<file path="src/rtl/ps2_mouse_init_seq.sv">
// rtl/ps2_mouse_init_seq.sv - PS/2 mouse host init sequencer: Reset, optional Set Sample Rate, Enable Reporting
// Optional feature macro: PS2_SETRATE_EN (adds F3 + SAMPLE_RATE between FF and F4).
module ps2_mouse_init_seq #(
    parameter int         RETRY_MAX    = 3,
    parameter int         RESP_TIMEOUT = 1_000_000,
    parameter int         BAT_TIMEOUT  = 25_000_000,
    parameter logic [7:0] SAMPLE_RATE  = 8'd100
) (
    input  logic        qzt_clk,
    input  logic        reset,
    input  logic        start,
    output logic [0:10] tx_frame,
    output logic        tx_send,
    input  logic        tx_ok,
    input  logic        tx_err,
    input  logic [7:0]  rx_byte,
    input  logic        rx_valid,
    output logic        busy,
    output logic        done,
    output logic        fail,
    output logic [2:0]  err_code,
    output logic [7:0]  dev_id,
    output logic [7:0]  status
);

    typedef enum logic [3:0] {
        ST_IDLE   = 4'd0,
        ST_LOAD   = 4'd1,
        ST_TXWAIT = 4'd2,
        ST_ACK    = 4'd3,
        ST_BAT    = 4'd4,
        ST_ID     = 4'd5,
        ST_NEXT   = 4'd6,
        ST_DONE   = 4'd7,
        ST_FAIL   = 4'd8
    } state_t;

    localparam int RW = (RETRY_MAX > 0) ? $clog2(RETRY_MAX + 1) : 1;
    localparam logic [RW-1:0] RETRY_LIM = RW'(RETRY_MAX);
    localparam logic [24:0]   RESP_LIM  = 25'(RESP_TIMEOUT);
    localparam logic [24:0]   BAT_LIM   = 25'(BAT_TIMEOUT);

    localparam logic [2:0] ERR_RETRY    = 3'd1;
    localparam logic [2:0] ERR_DEV      = 3'd2;
    localparam logic [2:0] ERR_TX_TO    = 3'd3;
    localparam logic [2:0] ERR_REPLY_TO = 3'd4;
    localparam logic [2:0] ERR_BAT      = 3'd5;

    // Full command table; the default build only walks entries 0 and 3.
    localparam logic [7:0] CMD_TABLE [4] = '{8'hFF, 8'hF3, SAMPLE_RATE, 8'hF4};

`ifdef PS2_SETRATE_EN
    localparam logic [1:0] LAST_IDX = 2'd3;
`else
    localparam logic [1:0] LAST_IDX = 2'd1;
`endif

    state_t          state;
    logic [1:0]      cmd_idx;
    logic [RW-1:0]   retries;
    logic [24:0]     timer;
    logic            start_q;
    logic            tx_ok_q;
    logic [7:0]      cur_cmd;
    logic            start_rise;
    logic            tx_ok_rise;

    assign start_rise = start & ~start_q;
    assign tx_ok_rise = tx_ok & ~tx_ok_q;
    assign status     = {4'b0000, state};

`ifdef PS2_SETRATE_EN
    assign cur_cmd = CMD_TABLE[cmd_idx];
`else
    assign cur_cmd = (cmd_idx == 2'd0) ? CMD_TABLE[0] : CMD_TABLE[3];
`endif

    // Data bits go LSB-first into the high indices, then odd parity, stop and start.
    function automatic logic [0:10] pack_frame(input logic [7:0] d);
        logic [0:10] f;
        f = '0;
        for (int i = 0; i < 8; i++) begin
            f[10-i] = d[i];
        end
        f[2] = ~^d;
        f[1] = 1'b1;
        f[0] = 1'b0;
        return f;
    endfunction

    // Sequencer FSM; all outputs are registered and the timer restarts on every state change.
    always_ff @(posedge qzt_clk) begin
        if (reset) begin
            state    <= ST_IDLE;
            tx_frame <= '0;
            tx_send  <= 1'b0;
            busy     <= 1'b0;
            done     <= 1'b0;
            fail     <= 1'b0;
            err_code <= '0;
            dev_id   <= '0;
            cmd_idx  <= '0;
            retries  <= '0;
            timer    <= '0;
            start_q  <= 1'b0;
            tx_ok_q  <= 1'b0;
        end else begin
            start_q <= start;
            tx_ok_q <= tx_ok;
            tx_send <= 1'b0;
            case (state)
                ST_IDLE: begin
                    timer <= '0;
                    if (start_rise) begin
                        done     <= 1'b0;
                        fail     <= 1'b0;
                        err_code <= '0;
                        cmd_idx  <= '0;
                        retries  <= '0;
                        busy     <= 1'b1;
                        state    <= ST_LOAD;
                    end
                end
                ST_LOAD: begin
                    tx_frame <= pack_frame(cur_cmd);
                    tx_send  <= 1'b1;
                    timer    <= '0;
                    state    <= ST_TXWAIT;
                end
                ST_TXWAIT: begin
                    // An edge coinciding with the send pulse is stale and is not counted.
                    if (tx_ok_rise && !tx_send) begin
                        timer <= '0;
                        if (!tx_err) begin
                            state <= ST_ACK;
                        end else if (retries < RETRY_LIM) begin
                            retries <= retries + 1'b1;
                            state   <= ST_LOAD;
                        end else begin
                            state    <= ST_FAIL;
                            fail     <= 1'b1;
                            busy     <= 1'b0;
                            err_code <= ERR_RETRY;
                        end
                    end else if (timer >= RESP_LIM) begin
                        timer    <= '0;
                        state    <= ST_FAIL;
                        fail     <= 1'b1;
                        busy     <= 1'b0;
                        err_code <= ERR_TX_TO;
                    end else begin
                        timer <= timer + 1'b1;
                    end
                end
                ST_ACK: begin
                    if (rx_valid && rx_byte == 8'hFA) begin
                        timer <= '0;
                        state <= (cur_cmd == 8'hFF) ? ST_BAT : ST_NEXT;
                    end else if (rx_valid && rx_byte == 8'hFC) begin
                        timer    <= '0;
                        state    <= ST_FAIL;
                        fail     <= 1'b1;
                        busy     <= 1'b0;
                        err_code <= ERR_DEV;
                    end else if ((rx_valid && rx_byte == 8'hFE) || (!rx_valid && timer >= RESP_LIM)) begin
                        timer <= '0;
                        if (retries < RETRY_LIM) begin
                            retries <= retries + 1'b1;
                            state   <= ST_LOAD;
                        end else begin
                            state    <= ST_FAIL;
                            fail     <= 1'b1;
                            busy     <= 1'b0;
                            err_code <= ERR_RETRY;
                        end
                    end else begin
                        timer <= timer + 1'b1;
                    end
                end
                ST_BAT: begin
                    if (rx_valid) begin
                        timer <= '0;
                        if (rx_byte == 8'hAA) begin
                            state <= ST_ID;
                        end else begin
                            state    <= ST_FAIL;
                            fail     <= 1'b1;
                            busy     <= 1'b0;
                            err_code <= ERR_BAT;
                        end
                    end else if (timer >= BAT_LIM) begin
                        timer    <= '0;
                        state    <= ST_FAIL;
                        fail     <= 1'b1;
                        busy     <= 1'b0;
                        err_code <= ERR_REPLY_TO;
                    end else begin
                        timer <= timer + 1'b1;
                    end
                end
                ST_ID: begin
                    if (rx_valid) begin
                        dev_id <= rx_byte;
                        timer  <= '0;
                        state  <= ST_NEXT;
                    end else if (timer >= RESP_LIM) begin
                        timer    <= '0;
                        state    <= ST_FAIL;
                        fail     <= 1'b1;
                        busy     <= 1'b0;
                        err_code <= ERR_REPLY_TO;
                    end else begin
                        timer <= timer + 1'b1;
                    end
                end
                ST_NEXT: begin
                    retries <= '0;
                    timer   <= '0;
                    if (cmd_idx == LAST_IDX) begin
                        state <= ST_DONE;
                        done  <= 1'b1;
                        busy  <= 1'b0;
                    end else begin
                        cmd_idx <= cmd_idx + 1'b1;
                        state   <= ST_LOAD;
                    end
                end
                ST_DONE: begin
                    timer <= '0;
                    state <= ST_IDLE;
                end
                ST_FAIL: begin
                    timer <= '0;
                    state <= ST_IDLE;
                end
                default: begin
                    timer <= '0;
                    state <= ST_IDLE;
                end
            endcase
        end
    end

endmodule
</file>
<file path="config.mk">
export PLATFORM = sky130hd
export DESIGN_NAME = ps2_mouse_init_seq
export DESIGN_NICKNAME = d
export VERILOG_FILES = /design/src/rtl/ps2_mouse_init_seq.sv
export SDC_FILE = /design/constraint.sdc
export NUM_CORES = 1
export LEC_CHECK = 0
export BUFFER_PORTS_ARGS = -buffer_cell sky130_fd_sc_hd__buf_2
export CORE_MARGIN = 5
export CORE_UTILIZATION = 46
export DETAILED_ROUTE_END_ITERATION = 8
export PLACE_DENSITY = 0.77
export RECOVER_POWER = 25
export REMOVE_ABC_BUFFERS = 1
export SYNTH_ARGS = -nofsm -noshare
export SYNTH_HDL_FRONTEND = slang
export SYNTH_SLANG_ARGS = --single-unit
</file>
<file path="constraint.sdc">
create_clock -name qzt_clk -period 3.8 [get_ports qzt_clk]
set_input_delay 0.38 -clock qzt_clk [delete_from_list [all_inputs] [get_ports qzt_clk]]
set_output_delay 0.38 -clock qzt_clk [all_outputs]
set_load 0.1 [all_outputs]
</file>
* Yosys cells after proc, flatten, opt, wreduce, memory -nomap -nowiden
Cells that the tools add are included.
Word-level totals: output and inout port bits 34, bits in registers 60, input bits 14, word-level logic and storage cells 153
Operators by class: reduce and logical (&&, ||, !) cells 23, magnitude comparators 3, multiplexer cells 79, bitwise logic cells 4, equality and inequality tests 28, add/sub/neg operators 3
Operators with widths (count):
- 2-to-1 mux 25 bit | 8
- case mux 25 bit (4 select lines) | 1
- 2-to-1 mux 4 bit | 13
- 2-to-1 mux 3 bit | 14
- equality test 8 bit, second input constant | 5
- case mux 4 bit (7 select lines) | 1
- 2-to-1 mux 1 bit | 27
- adder 25 x 1 -> 25 bit, second input constant | 1
- >= comparator 25 x 20 -> 1 bit, second input constant | 1
- >= comparator 25 bit, second input constant | 1
- inequality test 2 bit, second input constant | 10
- 2-to-1 mux 2 bit | 9
- inequality test 3 bit, second input constant | 5
- case mux 3 bit (5 select lines) | 1
- equality test 4 x 3 -> 1 bit, second input constant | 3
- AND reduction 10 bit | 1
- AND reduction 3 bit | 3
- AND reduction 9 bit | 1
- equality test 4 x 2 -> 1 bit, second input constant | 2
- case mux 2 bit (4 select lines) | 1
- AND reduction 8 bit | 1
- XNOR reduction 8 bit | 1
- AND reduction 7 bit | 1
- case mux 1 bit (6 select lines) | 1
- other kinds (20) | 28

* Longest topological paths before layout
word-level depth 7, mapped depth 9, mapped depth without buffers 8

* Worst setup path before layout
Ideal clock, no wire load.
path type reg2reg, start point register state[0], end point register err_code[2], path buffers 0, stages on the path, launching flop included 7, data required time 3.680 ns, period minus slack after synthesis 2.865 ns, arrival 2.745 ns, library setup time 0.120 ns, setup slack 0.935 ns, cells stage by stage dfxtp_1 nor2_1 nand3_1 o221ai_1 a311o_1 or4_4 a211o_1
Between the ends: cells in the longest elaborated chain, start to end 3, elaborated cells on any way between the ends 17, those cells by class eq/ne: 13; mux: 1; reduce/logical: 3
Ends and longest elaborated chain:
- from (decl) | line 58 | state_t state;
- from (signal assigned) | line 158 | state <= (cur_cmd == 8'hFF) ? ST_BAT : ST_NEXT;
- equality test 4 x 2 -> 1 bit (tied with other cells) | line 111 | case (state)
- inequality test 3 bit (no line) (tied with other cells)
- AND reduction 10 bit (no line)
- to (signal assigned) | line 100 | err_code <= '0;
- to (signal assigned) | line 117 | err_code <= '0;
- to (signal assigned) | line 143 | err_code <= ERR_RETRY;
- to (decl) | line 21 | output logic [2:0] err_code,
Parallel ways exist; a longest one is shown, timed or not. A chain may end at the register's enable or synchronous reset.

* Worst setup path after layout
start point register timer[20], end point register err_code[2]
Between the ends: cells in the longest elaborated chain, start to end 5, elaborated cells on any way between the ends 9, those cells by class order compare: 2; eq/ne: 4; reduce/logical: 3
Ends and longest elaborated chain:
- from (decl) | line 61 | logic [24:0] timer;
- from (signal assigned) | line 152 | timer <= timer + 1'b1;
- from (signal assigned) | line 177 | timer <= timer + 1'b1;
- from (signal assigned) | line 198 | timer <= timer + 1'b1;
- >= comparator 25 x 20 -> 1 bit | line 145, 165, 206
- logical AND 1 bit | line 165 | end else if ((rx_valid && rx_byte == 8'hFE) || (!rx_valid && timer >= RESP_LIM)) begin
- logical OR 1 bit | line 165
- inequality test 3 bit (no line)
- AND reduction 10 bit (no line) *
- to (signal assigned) | line 164 | err_code <= ERR_DEV;
- to (signal assigned) | line 174 | err_code <= ERR_RETRY;
- to (signal assigned) | line 189 | err_code <= ERR_BAT;
Mark *: on every way between the ends. The rest lies on a longest branch, timed or not.

==> flow_summary.ini <==
[outcome]
outcome = finished, final reports clean

[placed_design]
dp_hpwl_um = 5300
portBuffers = 42
gp_congestion = 1.01

[clocking]
htreeDepth = 2
clkTransAtPathRegs_ns = 0.10
cts_root_buf = clkbuf_8
ctsResizeCount = 0
worstSkewPairLatency_ns = 0.32
cts_tree = built
cts_setup_buffers = 0
numCtsBuffers = 5
clock_sinks = 52
cts_buffer_depth = 2
cts_hold_buf = 0

[grt]
grt_pass1_vias = 2578
antenna_found_initial = 0
overflow = 0
track_usage_pct = 17.3
grt_first_pass_wirelength_um = 12100
grt_max_degree = 27

[timing]
finalHoldViolations = 0
worst_pin_slew_ns = 1.18
finalSetupTns_ns = 0
finalSetupViolCount = 0
post-route-period-util_pct = 73.0
post-route-min-period_ns = 2.77
drv_slew = 0
finClkSkew_ns = 0.00763
max_freq_ghz = 0.361
rsz0062_at_grt = false
slew_headroom_pct = 21.6
holdWs_ns = 0.269

[synth]
synth_cell_types = 60
synthTopCellsByArea = dfxtp_1 35%, nor2_1 8.2%, xnor2_1 4.7%
yosysTopAreaCellShare_pct = 34.9
synth_warnings = 0
synth_area_um2 = 2990
synth.avg_cell_area_um2 = 8.01
synthCells = 373
synth_top_area_cell = dfxtp_1
synth_flop_cell = dfxtp_1
async_flop_share_pct = 0
ys_seq_elements = 52
synth_edf_count = 0
ys_seq_area_share_pct = 34.9

[power]
p_per_area_nw_per_um2 = 458
ir_worst_vdd_uv = 449
leakage_nw = 1.19
p_int_mw = 0.810
swShare_pct = 45.6
p_comb_share_pct = 36.2
p_seq_share_pct = 40.2
clkPwrFrac_pct = 23.6
p_switching_mw = 0.678

[detailed_routing]
dr.pass1.iters = 5
drtIter0Drc = 277
drc = 0
drt-total-wl_um = 7200
drtAntennaViolNets = 0
wl_per_cell_um = 15.0
vias = 2804
vias_per_cell = 5.84

[die]
start_util_pct = 47.0
rows = 29
core_region_area_um2 = 6350
die_h_um = 90.6
io_pins = 48
dieWidth_um = 90.6
dieArea_um2 = 8200

[finish]
final_nets = 421
most-common-layout-cells = 65 x nor2_1, 52 x dfxtp_1, 25 x buf_2
area_growth_pct = 8.80
layout_commonest_cell = nor2_1
drive_above_1_share_pct = 11.4
n_antenna_cell = 0

[critical_path]
crit_required_ns = 4.01
crit_chain = nand3_2 > or3_1 > a2111oi_1 > o21bai_1 > or4_4 > a211o_1
worstSetupStartpointType = flip-flop
crit_path_start = timer[20]$_SDFF_PP0_
critical_path_arrival_ns = 2.99
r2r-start = timer[20]$_SDFF_PP0_
r2r-end = err_code[2]$_SDFFE_PP0P_
path_max_fanout = 9
r2r_slack_ns = 1.03
cpPeakStageDelay_ns = 0.63
worst-setup-path-type = flip-flop to flip-flop
critical-path-slowest-cell = or4_4
ff2ff_path_depth = 6
cp-endpoint = err_code[2]$_SDFFE_PP0P_
critPathCaptureType = flip-flop

[worst_hold_path]
min_path_type = primary input to flip-flop

[flow_run]
maxCapViolCount = 0
==> critical path: cells and delay by family, from the launching register on <==
kind | cells | cell delay [ns]
compound gates | 3 | 1.08
flops | 1 | 0.45
simple gates | 3 | 1.13
==> layout make-up <==
class	count	area [µm²]
clock buffers	5	68.8
clock inverters	3	28.8
fillers	621	3100
inverters	17	63.8
multi-input cells	283	1750
flip-flops and latches	52	1040
well taps	77	96.3
repair buffers	43	196
==> stage by stage <==
| step | setup WS [ns] | power, mW | instances | util (%) | instance area (µm²) |
|---|---|---|---|---|---|
| final | 1.03 | 1.49 | 480 | 51.2 | 3250 |
| after floorplan | -0.739 | 1.05 | 352 | - | 2860 |
| after CTS | 1.04 | 1.49 | 480 | 51.5 | 3270 |
| after detailed placement | 1.08 | 1.15 | 472 | 50.0 | 3170 |
| after global routing | 0.905 | 1.56 | 480 | 51.2 | 3250 |
| after global placement | 1.12 | 1.15 | 472 | 50.0 | 3170 |
==> state kept, by name, indices dropped and copies added (netlist names) <==
| name | count |
|---|---|
| busy | 1 |
| cmd_idx | 2 |
| dev_id | 8 |
| done | 1 |
| err_code | 3 |
| fail | 1 |
| retries | 2 |
| start_q | 1 |
| state | 4 |
| timer | 25 |
| tx_frame | 2 |
| tx_ok_q | 1 |
| tx_send | 1 |
==> power by group through the flow <==
stage	combinational (mW)	clock (mW)	sequential, mW
floorplan	0.179	0	0.866
global placement	0.541	0	0.608
detailed placement	0.537	0	0.609
CTS	0.539	0.356	0.596
global route	0.567	0.389	0.603
finish	0.539	0.351	0.597
==> cell usage after synthesis (8+ instances only) <==
cell	instances
nand3_1	10
nor3_1	17
dfxtp_1	52
nand4_1	11
nand2_1	24
mux2i_1	10
xnor2_1	16
a21oi_1	15
xor2_1	8
inv_1	17
buf_4	13
clkbuf_1	12
nor2_1	65
==> metal layers <==
| metal | track usage, % | part of all wire, % | vias up |
|---|---|---|---|
| met5 | 0 | 0 | - |
| met4 | 6.82 | 2.7 | 0 |
| met3 | 2.83 | 7.0 | 28 |
| met2 | 26.8 | 43 | 129 |
| met1 | 23.8 | 47 | 1279 |
| li1 | - | - | 1368 |
==> worst min-delay path by stage <==
stage / startpoint / endpoint / slack, ns / cells after the start
global placement: timer[0]$_SDFF_PP0_ / timer[0]$_SDFF_PP0_ / 0.43 / 1
floorplan: timer[0]$_SDFF_PP0_ / timer[0]$_SDFF_PP0_ / 0.42 / 1
global route: start / start_q$_SDFF_PP0_ / 0.27 / 2
detailed placement: timer[0]$_SDFF_PP0_ / timer[0]$_SDFF_PP0_ / 0.44 / 1
CTS: tx_ok / tx_ok_q$_SDFF_PP0_ / 0.27 / 2
finish: tx_ok / tx_ok_q$_SDFF_PP0_ / 0.27 / 2
==> cells by family after synthesis <==
family                     after synthesis  synth area share (%)
adders and majority gates                5                  2.09
muxes                                   11                  3.73
other                                    1                 0.126
and+or+nand+nor                        174                  29.4
DFF                                     52                  34.9
xor gates and xnor gates                24                  7.04
buffers and inverters                   42                  6.91
AOI/OAI and AO/OA                       64                  15.8
Power figures use the tool's default switching activity.
